**src/rtl/bpu_upd_ctrl.sv**
```systemverilog
// Branch predictor update controller: turns commit-stage branch reports into
// redirect pulses (mispredicts) and queued reinforce pulses (weak, correct).
module bpu_upd_ctrl #(
    parameter int qdep  = 8,
    parameter int quiet = 2
) (
    input  logic        clk,
    input  logic        rst,
    input  logic        cmt_vld,
    output logic        cmt_rdy,
    input  logic        cmt_mis,
    input  logic [63:0] cmt_pc,
    input  logic [63:0] cmt_npc,
    input  logic [1:0]  cmt_pat,
    output logic        redir,
    output logic        reinf,
    output logic [63:0] upc,
    output logic [63:0] unpc,
    output logic [1:0]  upat,
    output logic [31:0] n_br,
    output logic [31:0] n_mis
);

    localparam int aw = $clog2(qdep);

    // Handshake: a report transfers on a clock edge where cmt_vld & cmt_rdy.
    // cmt_rdy depends only on the registered occupancy count.
    typedef enum logic [1:0] {
        RUN   = 2'd0,
        REDIR = 2'd1,
        QUIET = 2'd2
    } state_t;

    state_t        state_q, state_d;
    logic [3:0]    qcnt_q, qcnt_d;
    logic [aw-1:0] wr_ptr, rd_ptr;
    logic [aw:0]   count;
    logic [63:0]   q_pc  [qdep];
    logic [63:0]   q_npc [qdep];
    logic [1:0]    q_pat [qdep];

    logic full, empty, acc, acc_mis, acc_weak, run_next, pop;

    assign full     = (count == (aw+1)'(qdep));
    assign empty    = (count == '0);
    assign cmt_rdy  = !full;
    assign acc      = cmt_vld & cmt_rdy;
    assign acc_mis  = acc & cmt_mis;
    assign acc_weak = acc & !cmt_mis & (cmt_pat[1] ^ cmt_pat[0]);

    // run_next: the following cycle is a RUN cycle, so a pop now lands its
    // reinforce pulse just outside the quiet window.
    always_comb begin
        state_d  = state_q;
        qcnt_d   = qcnt_q;
        run_next = 1'b0;
        case (state_q)
            RUN: begin
                run_next = 1'b1;
            end
            REDIR: begin
                qcnt_d = 4'(quiet);
                if (quiet == 0) begin
                    state_d  = RUN;
                    run_next = 1'b1;
                end else begin
                    state_d = QUIET;
                end
            end
            QUIET: begin
                qcnt_d = qcnt_q - 4'd1;
                if (qcnt_q <= 4'd1) begin
                    state_d  = RUN;
                    run_next = 1'b1;
                end
            end
            default: begin
                state_d = RUN;
            end
        endcase
        if (acc_mis) begin
            state_d = REDIR;
        end
    end

    assign pop = run_next & !acc_mis & !empty;

    always_ff @(posedge clk) begin
        if (rst) begin
            state_q <= RUN;
            qcnt_q  <= '0;
            wr_ptr  <= '0;
            rd_ptr  <= '0;
            count   <= '0;
            redir   <= 1'b0;
            reinf   <= 1'b0;
            upc     <= '0;
            unpc    <= '0;
            upat    <= '0;
            n_br    <= '0;
            n_mis   <= '0;
        end else begin
            state_q <= state_d;
            qcnt_q  <= qcnt_d;
            redir   <= acc_mis;
            reinf   <= pop;
            if (acc_mis) begin
                upc  <= cmt_pc;
                unpc <= cmt_npc;
                upat <= cmt_pat;
            end else if (pop) begin
                upc  <= q_pc[rd_ptr];
                unpc <= q_npc[rd_ptr];
                upat <= q_pat[rd_ptr];
            end
            if (acc_weak) begin
                wr_ptr <= wr_ptr + 1'b1;
            end
            if (pop) begin
                rd_ptr <= rd_ptr + 1'b1;
            end
            case ({acc_weak, pop})
                2'b10:   count <= count + 1'b1;
                2'b01:   count <= count - 1'b1;
                default: count <= count;
            endcase
            if (acc) begin
                n_br <= n_br + 32'd1;
            end
            if (acc_mis) begin
                n_mis <= n_mis + 32'd1;
            end
        end
    end

    // Storage needs no reset; entries are only read behind the count.
    always_ff @(posedge clk) begin
        if (acc_weak) begin
            q_pc[wr_ptr]  <= cmt_pc;
            q_npc[wr_ptr] <= cmt_npc;
            q_pat[wr_ptr] <= cmt_pat;
        end
    end

endmodule

```
**config.mk**
```make
export PLATFORM = sky130hd
export DESIGN_NAME = bpu_upd_ctrl
export DESIGN_NICKNAME = d
export VERILOG_FILES = /design/src/rtl/bpu_upd_ctrl.sv
export SDC_FILE = /design/constraint.sdc
export NUM_CORES = 1
export LEC_CHECK = 0
export ABC_AREA = 0
export CORE_MARGIN = 2
export CORE_UTILIZATION = 50
export CTS_BUF_LIST = sky130_fd_sc_hd__clkbuf_4
export CTS_CLUSTER_DIAMETER = 60
export CTS_CLUSTER_SIZE = 40
export DETAILED_ROUTE_END_ITERATION = 12
export GPL_ROUTABILITY_DRIVEN = 0
export PLACE_DENSITY = 0.78
export REMOVE_ABC_BUFFERS = 1
export SKIP_CTS_REPAIR_TIMING = 1
export SLEW_MARGIN = 15
export SYNTH_ARGS = -nofsm -noshare
export SYNTH_HDL_FRONTEND = slang
export SYNTH_SLANG_ARGS = --single-unit
```
**constraint.sdc**
```tcl
create_clock -name clk -period 12 [get_ports clk]
set_input_delay 1.2 -clock clk [delete_from_list [all_inputs] [get_ports clk]]
set_output_delay 1.2 -clock clk [all_outputs]
set_load 0.005 [all_outputs]
```
## Yosys cells after proc, flatten, opt, wreduce, memory -nomap -nowiden

Memory sizes are Yosys's and may differ from the RTL's. A register that Yosys moved wholly into a read port is not among the register bits.
Index checks and enable logic that the tools add are counted.

| word-level totals | value |
|---|---|
| register bits after elaboration | 212 |
| memory bits (writable) | 1040 |
| bits of input ports | 134 |
| output and inout bits | 197 |
| logic and storage cells | 73 |
| memories | 3 |

Memory list:

| memory | words | width | rd ports | clocked after memory_dff | write ports | RTL line | source |
|---|---|---|---|---|---|---|---|
| q_npc | 8 | 64 | 1 | 1 | 1 | 39 | `logic [63:0] q_npc [qdep];` |
| q_pc | 8 | 64 | 1 | 1 | 1 | 38 | `logic [63:0] q_pc [qdep];` |
| q_pat | 8 | 2 | 1 | 1 | 1 | 40 | `logic [1:0] q_pat [qdep];` |

| operators by class | value |
|---|---|
| add/sub/neg operators | 7 |
| $lt $le $gt $ge | 1 |
| equal/unequal tests | 8 |
| multiplexer cells | 21 |
| bitwise operators | 8 |
| reduce and logical (&&, ||, !) cells | 12 |

Operators by type and width:

| kind | number |
|---|---|
| $mux 64 | 4 |
| $add 32x1->32 const B | 2 |
| $mux 3 | 6 |
| $pmux 4 s2 | 2 |
| $sub 4x1->4 const B | 2 |
| $add 3x1->3 const B | 2 |
| $and 1x1->1 | 6 |
| $mux 2 | 3 |
| $pmux 2 s3 | 1 |
| $reduce_bool 2->1 | 3 |
| $add 4x1->4 const B | 1 |
| $eq 2x1->1 const B | 2 |
| $eq 2x2->1 const B | 2 |
| $eq 4x4->1 const B | 1 |
| $le 4x1->1 const B | 1 |
| $logic_not 1->1 | 4 |
| $logic_not 4->1 | 1 |
| $mux 1 | 4 |
| $ne 2x2->1 const B | 2 |
| $reduce_and 2->1 | 2 |
| $ne 3x3->1 const B | 1 |
| $logic_not 2->1 | 1 |
| $pmux 1 s2 | 1 |
| $reduce_or 2->1 | 1 |
| 2 further kinds | 2 |

## Logic depth before layout (Yosys ltp)

| depth | value |
|---|---|
| depth after elaboration | 9 |
| gate-level depth with buffers | 14 |
| gate-level depth less buffers | 12 |

## Worst setup path after synthesis

OpenSTA, ideal clock, no wires.

| path | value |
|---|---|
| path kind | input to register |
| start point | input port cmt_vld |
| end point | memory q_npc[4][0], enable pin |
| arrival time | 11.125 ns |
| data required time | 11.221 ns |
| setup slack | 0.096 ns |
| cell stages on the path | 4 |
| path through | buf_2 > nor4b_1 > nand2_1 > nor3_1 |

| on the way | value |
|---|---|
| cells in the longest elaborated chain, start to end | 5 |

RTL lines:

| item | RTL line | source |
|---|---|---|
| from (decl) | 9 | `input logic cmt_vld,` |
| $and 1x1->1 | 47 | `assign acc = cmt_vld & cmt_rdy;` |
| $and 1x1->1 (2 in a row) | 49 | `assign acc_weak = acc & !cmt_mis & (cmt_pat[1] ^ cmt_pat[0]);` |
| $mux 1 | 138 | `if (acc_weak) begin` |
| $mux 1 (not written as such) | 140 | `q_npc[wr_ptr] <= cmt_npc;` |
| to (decl) | 39 |  |

No other way between the ends.

==> metrics.md <==
| Metric | Value |
|---|---|
| Status | complete, no violations |
| Die ar. | 98000 sq um |
| Ys flop type | edfxtp_1 |
| Worst-Margin Slew | approximately 1200 ps |
| Pins Over Slew Limit | 0 |
| Share of cells above drive strength 1 | approximately 17% |
| Clock sink total | roughly 1300 |
| Power Dens Cells | ~170 nW/um^2 |
| Placed instance count | 4040 |
| CTS buffer count | between 80 and 90 |
| Share of flip-flops with an asynchronous set or reset | 0% |
| Maximum Capacitance Violations | 0 |
| Minimum clock period | around 4500 ps |
| Max_slew headroom | 21.8% |
| Met2 Routed Length | 53300 microns |
| Largest net degree at the start of global routing | around 130 |
| Highest metal used | met5 |
| Required @ worst endpoint | 12890 ps |
| Initial antenna violation count | 13 |
| Synth unique cells | 50 |
| Skew-Pair Late Insertion Delay | slightly above 1000 ps |
| Top cell type's share of synthesized area | 65.4% |
| CP dominant cell by count | buf_4 |
| Crit-path max cell delay | 920 ps |
| Port buffer count | 330 |
| Worst Setup End Kind | flop |
| R2R Setup Slk | 7520 ps |
| Logic pwr share | around a fifth |
| Hpwl dp | a little under 60000 microns |
| Finished Layout Cells | ~4200 |
| Vias per cell | 5.96 |
| Reg area | around 36000 sq um |
| Total power | roughly 9.4 mW |
| Post-Syn Area | 47800 sq um |
| Worst-path clk slew | approximately 240 ps |
| CTS root buf | clkbuf_4 |
| DR WL/cell | ~25 microns |
| Nets | 3010 |
| Commonest non-fill, non-tap cell in the layout | edfxtp_1 |
| Hold depth | 2 |
| Fillers | just under 7000 |
| Final setup fails | 0 |
| DRC viols | 0 |
| Row cnt | ~110 |
| CTS tree | built |
| Top Ports | ~330 |
| Starting Density | 50.4% |
| H-tree lvl count | 3 |
| CP Cell Sequence | buf_4 > buf_4 > buf_4 > mux4_2 > mux2i_1 > a2111oi_0 |
| CTS max path bufs | 3 |
| Worst Path Class, Setup | reg -> reg |
| Part of the power in the clock network | roughly a quarter |
| Post-Route Skew | between 70 and 80 ps |
| Sw Ratio | between 20% and 30% |
| Core region area | about 95000 sq um |
| Final Util | ~57% |
| Crit start category | flop |
| Register bit total from synthesis | approximately 1300 |
| DR WL met3 | around 7900 microns |
| Worst R2R Path Depth | 6 |
| WHS | approximately 520 ps |
| Die X | around 310 microns |
| Synth area leaders | edfxtp_1 (65%), mux4_2 (12%), dfxtp_1 (9.0%) |
| Seq/Total Area, Yosys | around 74% |
| Most frequent cells in the layout | edfxtp_1 (1040), nor2_1 (334), clkdlybuf4s50_1 (329), mux4_2 (260), dfxtp_1 (212) |
| Synth Warn # | 0 |
| Antenna Nets Post-Route | 0 |
| Post-synth top area cell | edfxtp_1 |
| Via count | between 20000 and 30000 |
| Hold Vio Cnt, Final | 0 |
| Fmax | 223 MHz |
| Die Height | 313 microns |
| Seq pwr share | 55.8% |
| Final Cycle Share | between 30% and 40% |
| Leak pwr | about 16 nW |
| EDFF count, synth | around 1000 |
| Total length of routed wires | 107000 microns |
| GRT Resource Usage Total | a little over a fifth |
| Switch Pwr | 2.79 mW |
| Area grow syn2layout | 13.5% |
| Vias in the first global route | approximately 25000 |
| HP Class | reg -> reg |
| Syn Area/Cell | 18.7 sq um |
| First-pass GRT wire length | ~160000 microns |
| Iter 0 DRT Violations | approximately 2700 |
| Multi-input gate area | between 10000 and 15000 sq um |
| Crit-path slowest cell | buf_4 |
| Hold Path Origin | upc[54]$_SDFFE_PP0P_ |
| Pre-Repair DR Iteration Count | 5 |
| Critical Path AT | about 5400 ps |
| Int Power | 6.58 mW |
| WL met1 | ~44000 microns |
| Worst VDD drop | 0.109 mV |
| RSZ-0062 raised after global routing | false |
| Remaining Overflow, GRT | 0 |
| Synth Instances | 2556 |
| Crit path max fanout | just over 50 |
-- critical path: cells and delay by family, from the launching register on --
kind	cells	cell delay (ps)
buffers and inverters	3	2500
DFF	1	810
AOI/OAI and AO/OA	1	530
muxes	2	430
-- area by class of cell --
cell class / count / share of cell area (%)
Sequential cell: 1255 / 65.6
Multi-Input combinational cell: 1138 / 21.3
Timing Repair Buffer: 365 / 6.70
Tap cell: 1265 / 2.92
Clock inverter: 72 / 2.07
Clock buffer: 92 / 1.27
Inverter: 17 / 0.118
Antenna cell: 7 / 0.0323
-- layer usage --
layer / up-vias / GRT usage (%)
met1: 13100 / 30.1
met4: 10 / 5.15
met3: 136 / 3.69
met5: - / 0
li1: 10900 / -
met2: 975 / 36.5
-- metrics by stage --
stage                     setup TNS [ps]  cell area (sq um)  setup WS [ps]
final                                  0              54200           7520
after global routing                   0              54200           6920
after CTS                              0              54200           7280
after detailed placement               0              52400           6850
after global placement                 0              52400           7090
after floorplan                    -98.3              47100          -11.5
-- power groups by stage --
| stage | registers (mW) | clock network, mW | logic, mW |
|---|---|---|---|
| detailed placement | 5.33 | 0 | 1.92 |
| global route | 5.27 | 2.46 | 2.06 |
| finish | 5.23 | 2.25 | 1.89 |
| global placement | 5.32 | 0 | 1.87 |
| CTS | 5.24 | 2.31 | 1.92 |
| floorplan | 5.37 | 0 | 1.20 |
-- worst paths after layout --
kind	end
worst min register to register	upc[54]$_SDFFE_PP0P_
worst min-delay path	upc[54]$_SDFFE_PP0P_
worst max-delay path	upc[1]$_SDFFE_PP0P_
worst max register to register	upc[1]$_SDFFE_PP0P_
-- flip-flops by register name, indices dropped and copies added (netlist names), named ones only --
register / cells
upc: 64
q_pat: 16
qcnt_q: 4
count: 4
n_br: 32
q_npc: 512
unpc: 64
state_q: 2
rd_ptr: 3
reinf: 1
wr_ptr: 3
redir: 1
q_pc: 512
n_mis: 32
upat: 2
-- kinds of logic after synthesis --
| kind of cell | count (synthesis) | share of synthesized area (%) |
|---|---|---|
| muxes | 394 | 15.1 |
| buffers and inverters | 163 | 1.58 |
| AOI/OAI and AO/OA | 172 | 2.90 |
| and+or+nand+nor | 501 | 4.66 |
| adders and majority gates | 12 | 0.314 |
| xor gates and xnor gates | 59 | 1.08 |
| DFF | 1255 | 74.4 |
-- cells in the mapped netlist, types with 2 or more instances --
cell type and number:
nor2b_1 4, or3_1 13, a31o_2 2, xor2_1 19, buf_4 16, nor4b_1 4
dfxtp_1 215, a2111oi_0 115, o21ai_0 16, xnor2_1 40, edfxtp_1 1040, and4_1 7
buf_2 62, or2_2 2, a222oi_1 2, a2111oi_1 13, nand4_1 18, nor3_1 20
clkbuf_1 64, mux4_2 260, mux2i_1 132, ha_1 12, nor4_1 15, buf_1 3
and3_1 6, mux2_2 2, nand2b_1 5, inv_1 16, nand2_1 31, nand3_1 24
nor2_1 340, a21oi_1 20
Note: power is estimated with default switching activity, not from simulation.
